===== config.mk =====
export PLATFORM = sky130hd
export DESIGN_NAME = muldiv_unit
export DESIGN_NICKNAME = d
export VERILOG_FILES = /design/src/rtl/muldiv_pkg.sv /design/src/rtl/muldiv_unit.sv
export SDC_FILE = /design/constraint.sdc
export NUM_CORES = 1
export LEC_CHECK = 0
export BUFFER_PORTS_ARGS = -buffer_cell sky130_fd_sc_hd__buf_4
export CAP_MARGIN = 20
export CORE_MARGIN = 3
export CORE_UTILIZATION = 56
export CTS_BUF_LIST = sky130_fd_sc_hd__clkbuf_8
export DETAILED_ROUTE_END_ITERATION = 12
export PLACE_DENSITY = 0.87
export SETUP_SLACK_MARGIN = 0.05
export SYNTH_ARGS = -nofsm -noshare
export SYNTH_HDL_FRONTEND = slang
export SYNTH_SLANG_ARGS = --single-unit

===== constraint.sdc =====
create_clock -name clk -period 6.7 [get_ports clk]
set_input_delay 0.335 -clock clk [delete_from_list [all_inputs] [get_ports clk]]
set_output_delay 0.335 -clock clk [all_outputs]
set_load 0.005 [all_outputs]

===== src/rtl/muldiv_pkg.sv =====
// rtl/muldiv_pkg.sv - shared encodings, state type and sign helper for muldiv_unit
package muldiv_pkg;

    localparam logic [1:0] OP_MULTU = 2'b00;
    localparam logic [1:0] OP_MULT  = 2'b01;
    localparam logic [1:0] OP_DIVU  = 2'b10;
    localparam logic [1:0] OP_DIV   = 2'b11;

    typedef enum logic [1:0] {
        ST_IDLE = 2'd0,
        ST_CALC = 2'd1,
        ST_FIX  = 2'd2
    } state_t;

    // Widest value the sign helper handles; covers 2*WIDTH products up to WIDTH=127.
    localparam int NEG_MAX_W = 256;

    // Two's-complement negate when en is set, pass-through otherwise.
    // Callers zero-extend into NEG_MAX_W bits and keep only the low slice they need,
    // so the same helper serves both the absolute value and the result fix-up.
    function automatic logic [NEG_MAX_W-1:0] neg_if(input logic [NEG_MAX_W-1:0] x,
                                                   input logic en);
        return en ? (~x + NEG_MAX_W'(1)) : x;
    endfunction

endpackage


===== src/rtl/muldiv_unit.sv =====
// rtl/muldiv_unit.sv - iterative multiply/divide unit with architectural HI/LO registers
import muldiv_pkg::*;

module muldiv_unit #(
    parameter int WIDTH = 32
) (
    input  logic             clk,
    input  logic             reset,
    input  logic             start,
    input  logic [1:0]       op,
    input  logic [WIDTH-1:0] a,
    input  logic [WIDTH-1:0] b,
    input  logic             cancel,
    input  logic             hi_wr,
    input  logic             lo_wr,
    input  logic [WIDTH-1:0] wdata,
    output logic [WIDTH-1:0] hi,
    output logic [WIDTH-1:0] lo,
    output logic             busy,
    output logic             done,
    output logic             div0
);

    localparam int CW = $clog2(WIDTH + 1);
    localparam int AW = 2 * WIDTH + 1;

    state_t           state_q, state_d;
    logic [CW-1:0]    cnt_q;
    logic             is_div_q;
    logic             sa_q, sb_q;
    logic             dz_q;
    logic [WIDTH-1:0] opnd_q;
    logic [AW-1:0]    acc_q;
    logic [WIDTH-1:0] hi_q, lo_q;
    logic             done_q, div0_q;

    logic load, step, fix_wr, mt_en;

    // ---------------------------------------------------------------- operand prep
    logic                 is_signed_op, is_div_op, sgn_a, sgn_b, dz;
    logic [NEG_MAX_W-1:0] a_abs_ext, b_abs_ext;
    logic [WIDTH-1:0]     a_abs, b_abs, init_low;

    assign is_signed_op = (op == OP_MULT) || (op == OP_DIV);
    assign is_div_op    = op[1];
    assign sgn_a        = is_signed_op & a[WIDTH-1];
    assign sgn_b        = is_signed_op & b[WIDTH-1];
    assign dz           = is_div_op && (b == '0);
    assign a_abs_ext    = neg_if(NEG_MAX_W'(a), sgn_a);
    assign b_abs_ext    = neg_if(NEG_MAX_W'(b), sgn_b);
    assign a_abs        = a_abs_ext[WIDTH-1:0];
    assign b_abs        = b_abs_ext[WIDTH-1:0];
    // Divide-by-zero skips CALC, so the raw dividend is parked where FIX reads HI from.
    assign init_low     = is_div_op ? (dz ? a : a_abs) : b_abs;

    // ---------------------------------------------------------------- one iteration
    logic [WIDTH:0]   mul_sum;
    logic [AW-1:0]    mul_next;
    logic [WIDTH:0]   rem_sh;
    logic [WIDTH+1:0] div_diff;
    logic             div_ok;
    logic [AW-1:0]    div_next;

    // Shift-add: conditionally add the multiplicand to the upper half, then shift right.
    assign mul_sum  = {1'b0, acc_q[2*WIDTH-1:WIDTH]} + (acc_q[0] ? {1'b0, opnd_q} : '0);
    assign mul_next = {1'b0, mul_sum, acc_q[WIDTH-1:1]};

    // Restoring divide: shift {rem, quot} left, keep the trial difference if non-negative.
    assign rem_sh   = acc_q[2*WIDTH-1:WIDTH-1];
    assign div_diff = {1'b0, rem_sh} - {2'b00, opnd_q};
    assign div_ok   = ~div_diff[WIDTH+1];
    assign div_next = {(div_ok ? div_diff[WIDTH:0] : rem_sh), acc_q[WIDTH-2:0], div_ok};

    // ---------------------------------------------------------------- sign fix-up
    logic [NEG_MAX_W-1:0] prod_ext, quot_ext, rem_ext;

    assign prod_ext = neg_if(NEG_MAX_W'(acc_q[2*WIDTH-1:0]), sa_q ^ sb_q);
    assign quot_ext = neg_if(NEG_MAX_W'(acc_q[WIDTH-1:0]), sa_q ^ sb_q);
    assign rem_ext  = neg_if(NEG_MAX_W'(acc_q[2*WIDTH-1:WIDTH]), sa_q);

    logic unused_bits;
    assign unused_bits = ^{acc_q[2*WIDTH],
                           a_abs_ext[NEG_MAX_W-1:WIDTH], b_abs_ext[NEG_MAX_W-1:WIDTH],
                           prod_ext[NEG_MAX_W-1:2*WIDTH], quot_ext[NEG_MAX_W-1:WIDTH],
                           rem_ext[NEG_MAX_W-1:WIDTH]};

    // ---------------------------------------------------------------- control FSM
    // State register.
    always_ff @(posedge clk or negedge reset) begin
        if (!reset) state_q <= ST_IDLE;
        else        state_q <= state_d;
    end

    // Next state and per-cycle datapath strobes.
    always_comb begin
        state_d = state_q;
        load    = 1'b0;
        step    = 1'b0;
        fix_wr  = 1'b0;
        mt_en   = 1'b0;
        case (state_q)
            ST_IDLE: begin
                if (start) begin
                    load    = 1'b1;
                    state_d = dz ? ST_FIX : ST_CALC;
                end else begin
                    mt_en = 1'b1;
                end
            end
            ST_CALC: begin
                if (cancel) begin
                    state_d = ST_IDLE;
                end else begin
                    step = 1'b1;
                    if (cnt_q == CW'(WIDTH - 1)) state_d = ST_FIX;
                end
            end
            ST_FIX: begin
                state_d = ST_IDLE;
                if (!cancel) fix_wr = 1'b1;
            end
            default: state_d = ST_IDLE;
        endcase
    end

    // Operand latch, iteration datapath, HI/LO writes and status flags.
    always_ff @(posedge clk or negedge reset) begin
        if (!reset) begin
            cnt_q    <= '0;
            is_div_q <= 1'b0;
            sa_q     <= 1'b0;
            sb_q     <= 1'b0;
            dz_q     <= 1'b0;
            opnd_q   <= '0;
            acc_q    <= '0;
            hi_q     <= '0;
            lo_q     <= '0;
            done_q   <= 1'b0;
            div0_q   <= 1'b0;
        end else begin
            done_q <= fix_wr;
            if (load) begin
                cnt_q    <= '0;
                is_div_q <= is_div_op;
                sa_q     <= sgn_a;
                sb_q     <= sgn_b;
                dz_q     <= dz;
                div0_q   <= 1'b0;
                opnd_q   <= is_div_op ? b_abs : a_abs;
                acc_q    <= {{(WIDTH + 1){1'b0}}, init_low};
            end
            if (step) begin
                cnt_q <= cnt_q + CW'(1);
                acc_q <= is_div_q ? div_next : mul_next;
            end
            if (fix_wr) begin
                if (dz_q) begin
                    hi_q   <= acc_q[WIDTH-1:0];
                    lo_q   <= '1;
                    div0_q <= 1'b1;
                end else if (is_div_q) begin
                    hi_q <= rem_ext[WIDTH-1:0];
                    lo_q <= quot_ext[WIDTH-1:0];
                end else begin
                    hi_q <= prod_ext[2*WIDTH-1:WIDTH];
                    lo_q <= prod_ext[WIDTH-1:0];
                end
            end
            if (mt_en) begin
                if (hi_wr) hi_q <= wdata;
                if (lo_wr) lo_q <= wdata;
            end
        end
    end

    assign hi   = hi_q;
    assign lo   = lo_q;
    assign busy = (state_q != ST_IDLE);
    assign done = done_q;
    assign div0 = div0_q;

endmodule


==> results of run 1 <==
## flip-flops by register name (all words and copies together) (netlist names)
name      count
acc_q        64
cnt_q         6
div0          1
done          1
dz_q          1
hi           32
is_div_q      1
lo           32
opnd_q       32
sa_q          1
sb_q          1
state_q       2
## final cells by class
class                   instances  area share
repair buffers                188      0.0815
multi-input cells            1690       0.601
clock inverters                15      0.0117
flip-flops and latches        174       0.251
inverters                      70      0.0151
well taps                     372      0.0268
clock buffers                  17      0.0135
## cell families (layout without fill, tap and decap cells)
kind of cell,after synthesis,count (layout),synth area share
buf+inv,212,290,0.0517
compound gates,722,722,0.284
flops,174,174,0.280
xor+xnor,189,189,0.106
mux,42,42,0.0274
simple gates,666,666,0.193
fa+ha+maj,71,71,0.0580
## worst min-delay path: cells and delay by family
kind / cells / cell delay, ns
and+or+nand+nor: 1 / 0.04
AOI/OAI and AO/OA: 1 / 0.06
buffers and inverters: 1 / 0.09
## report_power, final
| part | switching (mW) | internal [mW] | leakage, nW |
|---|---|---|---|
| combinational | 2.45 | 1.65 | 5.22 |
| sequential | 0.583 | 1.33 | 2.17 |
| clock | 0.511 | 0.299 | 0.215 |
## how the worst max path moves through the flow
| stage | startpoint | endpoint | slack, ns | depth (start not counted) |
|---|---|---|---|---|
| after floorplan | acc_q[0] | acc_q[60] | 3.02 | 14 |
| after global placement | acc_q[0] | acc_q[60] | 2.26 | 12 |
| after detailed placement | acc_q[0] | acc_q[60] | 2.11 | 12 |
| after CTS | acc_q[0] | acc_q[60] | 2.09 | 12 |
| after global routing | acc_q[0] | acc_q[60] | 1.60 | 13 |
| final | acc_q[0] | acc_q[60] | 1.98 | 13 |
## layer usage
metal | wire [microns] | vias up
met5 | 0 | -
met4 | 2870 | 0
met3 | 5710 | 164
met2 | 23600 | 1053
met1 | 22100 | 7829
li1 | - | 7611
## what timing repair did
item | CTS | global route
hold endpoints to repair | 56 | 0
buffers inserted | 0 | 0
hold buffers | 1 | 0
## synthesized netlist by cell type (all sizes together) (6+ instances only)
| master | number | area share |
|---|---|---|
| a311oi | 6 | 0.0034 |
| nor4 | 17 | 0.0076 |
| nor2b | 8 | 0.0032 |
| a22o | 8 | 0.0045 |
| o211ai | 20 | 0.0096 |
| and2 | 7 | 0.0028 |
| o221ai | 23 | 0.013 |
| o31ai | 23 | 0.011 |
| inv | 70 | 0.017 |
| nand4 | 10 | 0.0040 |
| a21o | 35 | 0.017 |
| a222oi | 8 | 0.0051 |
| a221o | 10 | 0.0064 |
| o22ai | 36 | 0.014 |
| o21ai | 228 | 0.073 |
| a221oi | 11 | 0.0062 |
| xor2 | 93 | 0.052 |
| nand2 | 268 | 0.065 |
| nand2b | 16 | 0.0064 |
| a22oi | 8 | 0.0039 |
| ha | 69 | 0.055 |
| a31oi | 21 | 0.0084 |
| clkbuf | 121 | 0.029 |
| a21oi | 208 | 0.067 |
| a211o | 6 | 0.0034 |
| o41ai | 12 | 0.0067 |
| mux2i | 37 | 0.024 |
| buf | 21 | 0.0054 |
| nor2 | 193 | 0.047 |
| a211oi | 23 | 0.011 |
| o21a | 9 | 0.0043 |
| nand3 | 27 | 0.0087 |
| and3 | 15 | 0.0060 |
| dfrtp | 174 | 0.28 |
| nor3 | 46 | 0.015 |
| or3 | 26 | 0.011 |
| xnor2 | 96 | 0.054 |
| or4 | 12 | 0.0063 |
==> key figures, run 1 <==
Hold path
  – Hold Path Sink: hi[8]
  – HP Start: wdata[8]
  – Hold Path Cell Cnt: 3
  – Hold Crit Class: primary input to flip-flop

Logic synthesis
  – Synthesized area: 15600 sq um
  – Main synth FF type: dfrtp_1
  – Number of synthesis warnings: 0
  – Number of synthesized register bits: approximately 170
  – Syn nets: around 2300
  – Asr flop ratio synth: 1.00
  – Post-Synthesis Cells: approximately 2100
  – Mapped Avg Cell Area: 7.50 sq um
  – Post-synth EDFFs: 0
  – Seq/Total Area, Yosys: 0.280
  – Synth cell types: 70

Die
  – Boundary pin count: approximately 170
  – Die area: about 30000 sq um
  – DIE WIDTH: 173 microns
  – Starting Density: 0.573
  – Row Count: 60
  – Die boundary height: roughly 170 microns
  – Core area: 27200 sq um

Critical path
  – Crit path buf inv count: 1
  – Critical path required time: slightly above 7 ns
  – CP Max Fanout: 31
  – CP cell instances: inv_1 -> nor2_1 -> ha_1 -> o21ai_0 -> nor2_1 -> o2111ai_1 -> a211oi_1 -> a221oi_1 -> o41ai_1 -> a21boi_0 -> a21oi_1 -> xor2_1 -> a221o_1
  – Crit end category: flip-flop
  – Critical path class: flip-flop to flip-flop
  – R2R Path End: acc_q[60]
  – CP Launch Type: flip-flop
  – Most used cell, CP: nor2_1
  – CP arrival: 5.11 ns
  – Reg2Reg Launch Point: acc_q[0]
  – Setup slack, reg-to-reg: slightly below 2 ns
  – Reg2Reg Depth: 13
  – Top delay family on crit path: compound AO/OA/AOI/OAI gates
  – Crit-path slowest cell: inv_1
  – CP peak stage delay: between 0.7 and 0.8 ns

Detailed routing
  – DR iter-0 viols: 2116
  – Routed len/inst: 21.5 microns
  – Remaining DRCs: 0
  – DRT Pass-1 Iters: 7
  – Vias/cell: about 6.6
  – Final wirelength: 54.2 mm
  – Antenna-violating nets left: 0
  – Vias: 16700

CTS
  – CTS buffer count: 17
  – Clk buf depth: 2
  – CTS root buf: clkbuf_8
  – Clk_lat worst skew: ~0.50 ns
  – Post-CTS resize count: 0
  – CTS clk-pin slew, worst paths: roughly 0.13 ns
  – Htree depth: 4
  – CTS tree: done
  – Sink Count: about 170

Timing
  – Least-Margin Pin Slew: between 1 and 1.5 ns
  – Setup tns final: 0 ns
  – Slew headroom: 0.234
  – Fmax: about 210 MHz
  – Setup WS post-layout: 1.98 ns
  – Final Hold Viols: 0
  – Worst hold slack: between 0.04 and 0.05 ns
  – Pins Over Slew Limit: 0
  – Final Setup Violations: 0
  – Final period util: 0.705
  – Unrepaired setup endpoints after global routing: false
  – Clock Skew: 0.0289 ns
  – Post-layout minimum cycle time: roughly 4.7 ns

Cells and area
  – Most frequent cells in the layout: 267 x nand2_1, 228 x o21ai_0, 208 x a21oi_1
  – Share of layout cells above drive strength 1: 0.116
  – Antenna diodes: 0
  – Footprint of the multi-input gates: between 10000 and 15000 sq um
  – Post-layout util: 0.640
  – Area Overhead vs Synth: 11.7%
  – Fill cells: 2432
  – Reg area: 4360 sq um
  – Design area: 17400 sq um
  – Finished Layout Cells: between 2000 and 3000
  – Leading cell type in the layout, fill and taps excluded: nand2_1
  – Total Nets Final: 2316

Placed design
  – Port bufs: 170
  – Gpl congestion: approximately 1
  – Pre-CTS setup slack: approximately 2.1 ns
  – DP Area: about 17000 sq um
  – DP Cell Count: about 2500
  – Post-DP HPWL: slightly above 40 mm

Pwr
  – Maximum vdd drop: between 0.00015 and 0.0002 V
  – Power density over the cells: 392 nW/um^2
  – Tot Pwr: 6.82 mW
  – Leakage power: ~7.6 nW

Global routing
  – Busiest layer in global routing: met2
  – Met1 Resource Use GR: 0.478
  – GR Util met3: 0.0751
  – Grt met2 use: 0.533
  – Initial antenna violation count: 0
  – GR Util All Layers: 0.351
  – Vias in the first global route: between 15000 and 20000
  – Largest net degree at the start of global routing: just under 100
  – Grt ovf: 0
  – First-pass GRT wire length: roughly 85 mm

Run status
  – Status: completed

Job
  – Max Cap Viol: 0
(Power assumes the default switching activity.)
==> inputs of run 2 (changes only) <==
--- a/config.mk
+++ b/config.mk
@@ -11,7 +11,7 @@
 export CORE_UTILIZATION = 56
 export CTS_BUF_LIST = sky130_fd_sc_hd__clkbuf_8
 export DETAILED_ROUTE_END_ITERATION = 12
-export PLACE_DENSITY = 0.87
+export PLACE_DENSITY = 0.9
 export SETUP_SLACK_MARGIN = 0.05
 export SYNTH_ARGS = -nofsm -noshare
 export SYNTH_HDL_FRONTEND = slang
==> constraint.sdc (replaced) <==
create_clock -name clk -period 4 [get_ports clk]
set_input_delay 0.2 -clock clk [delete_from_list [all_inputs] [get_ports clk]]
set_output_delay 0.2 -clock clk [all_outputs]
set_load 0.005 [all_outputs]
==> run 2 against run 1 <==
  * Power rose by 77%
  * Cell count rose by 3.7%
  * Clock skew rose by 0.0017 ns
  * Hold slack got worse by 0.026 ns
  * Critical path depth rose by 1
  * Die area did not move
  * Global-route usage rose by 2.8 points
==> key figures, run 2 (synthesis results as in run 1) <==
Run status
  – Status: completed

Cells and area
  – Largest register FFs: 64 (unchanged)
  – Share of layout cells above drive strength 1: 0.139 (+0.0232)
  – Most frequent cells in the layout: 267 x nand2_1, 247 x buf_4, 228 x o21ai_0
  – Total Nets Final: 2410 (+4.1%)
  – Antenna diodes: 0 (unchanged)
  – Leading cell type in the layout, fill and taps excluded: nand2_1
  – Biggest register: acc_q
  – Area Overhead vs Synth: 16.9%
  – Fill cells: 2291 (-5.8%)

CTS
  – CTS buffer count: 17 (unchanged)
  – CTS tree: done
  – Clk buf depth: 2 (unchanged)
  – Clk_lat worst skew: 0.49 ns (about the same)
  – Htree depth: 4 (unchanged)
  – Sink Count: 174 (unchanged)
  – CTS clk-pin slew, worst paths: 0.13 ns (about the same)
  – CTS root buf: clkbuf_8

Detailed routing
  – Antenna-violating nets left: 0 (unchanged)
  – Vias/cell: 6.52 (-1.1%)
  – DR iter-0 viols: 2813 (+33%)
  – Remaining DRCs: 0 (unchanged)
  – Routed len/inst: 22.3 microns (+3.8%)
  – DRT Pass-1 Iters: 12 (+5)
  – Final wirelength: 58.4 mm (+7.7%)
  – Vias: 17100 (+2.6%)

Critical path
  – Critical path class: flip-flop to flip-flop
  – Crit end category: flip-flop
  – CP Launch Type: flip-flop
  – CP arrival: 4.13 ns (-0.98 ns)
  – CP peak stage delay: 0.50 ns (-0.28 ns)
  – CP Max Fanout: 6 (-81%)
  – CP cell instances: clkinvlp_4 -> buf_4 -> nor2_1 -> ha_1 -> o21ai_0 -> nor2_1 -> o2111ai_1 -> a211oi_1 -> a221oi_1 -> o41ai_1 -> a21boi_0 -> a21oi_1 -> xor2_1 -> a221o_1
  – Most used cell, CP: nor2_1
  – Crit-path slowest cell: dfrtp_1
  – Critical path required time: 4.39 ns (-2.70 ns)

Placed design
  – Port bufs: 170 (unchanged)
  – Post-DP HPWL: 44.1 mm (+7.9%)
  – Pre-CTS setup slack: 0.176 ns (-1.94 ns)
  – Gpl congestion: 1.06 (+3.7%)

Global routing
  – Largest net degree at the start of global routing: 99 (unchanged)
  – Initial antenna violation count: 0 (unchanged)
  – First-pass GRT wire length: 90.9 mm (+7.0%)
  – GR Util All Layers: 0.379 (+0.0283)
  – Vias in the first global route: 15700 (+2.5%)
  – Grt ovf: 0 (unchanged)

Timing
  – Pins Over Slew Limit: 0 (unchanged)
  – Final Setup Violations: 0 (unchanged)
  – Setup WS post-layout: 0.256 ns (-1.72 ns)
  – Setup tns final: 0 ns (unchanged)
  – Slew headroom: 0.258 (+0.0238)
  – Fmax: 267 MHz (+26%)
  – Least-Margin Pin Slew: 1.11 ns (-0.0359 ns)
  – Final period util: 0.936 (+0.231)
  – Final Hold Viols: 0 (unchanged)
  – Unrepaired setup endpoints after global routing: false
  – Post-layout minimum cycle time: 3.74 ns (-0.979 ns)
  – Clock Skew: 0.0306 ns (+0.00172 ns)

Die
  – Core area: 27200 sq um (unchanged)
  – Boundary pin count: 171 (unchanged)
  – Row Count: 60 (unchanged)
  – Die boundary height: 173 microns (unchanged)
  – DIE WIDTH: 173 microns (unchanged)
  – Die area: 29800 sq um (unchanged)
  – Starting Density: 0.573 (unchanged)

Pwr
  – Leakage power: 8.05 nW (+5.9%)
  – Maximum vdd drop: 0.000279 V (+65%)
  – Power density over the cells: 663 nW/um^2 (+69%)

Hold path
  – Hold Crit Class: primary input to flip-flop

Job
  – Max Cap Viol: 0 (unchanged)
[run 2: report_power, final]
| group | switching, mW | internal (mW) |
|---|---|---|
| Sequential | 0.737 | 2.24 |
| Clock | 0.872 | 0.510 |
| Combinational | 4.65 | 3.06 |
| Total | 6.26 | 5.81 |
[run 2: area by class of cell]
class                      count  area, sq um  share of cell area
clock buffer                  17          234              0.0129
inverter                      70          267              0.0146
clock inverter                15          218              0.0120
timing repair buffer         282         2220               0.122
multi-input combinational   1690        10400               0.574
tap                          372          465              0.0256
sequential                   174         4360               0.239
[run 2: stage by stage]
| step | cells | total power [mW] | hold slack, ns | util | instance area (sq um) |
|---|---|---|---|---|---|
| detailed placement | 2553 | 10.3 | 0.312 | 0.640 | 17400 |
| global route | 2620 | 12.8 | 0.0486 | 0.670 | 18200 |
| floorplan | 2076 | 7.64 | -0.0956 | - | 15600 |
| global placement | 2553 | 10.2 | 0.303 | 0.640 | 17400 |
| CTS | 2618 | 11.7 | 0.00512 | 0.669 | 18200 |
| finish | 2620 | 12.1 | 0.0181 | 0.670 | 18200 |
[run 2: final timing paths]
path,from,to,slack (ns),cells after the start
min in group asynchronous,reset,cnt_q[0],0.31,2
min,start,state_q[1],0.02,3
max in group asynchronous,reset,opnd_q[0],2.62,3
min reg2reg,opnd_q[15],opnd_q[15],0.50,2
max reg2reg,acc_q[0],acc_q[60],0.26,14
max,acc_q[0],acc_q[60],0.26,14
[run 2: critical path, delay by kind of cell, from the launching register on]
family                     cells  cell delay [ns]
and+or+nand+nor                2             0.33
DFF                            1             0.50
buffers and inverters          2             0.47
xor gates and xnor gates       1             0.10
adders and majority gates      1             0.17
AOI/OAI and AO/OA              8             2.10
[run 2: routing by layer]
layer  track usage  up-vias  wire length (microns)
met5             0        -                      0
met4         0.143        0                   2620
met3        0.0955      163                   7200
met2         0.568     1111                  24900
met1         0.531     8000                  23600
li1              -     7809                      -
[run 2: repair_timing]
item	4_1_cts	5_1_grt
buffers inserted	0	2
hold buffers	33	0
resized for setup	0	2
hold endpoints to repair	144	0
setup endpoints to repair	0	4
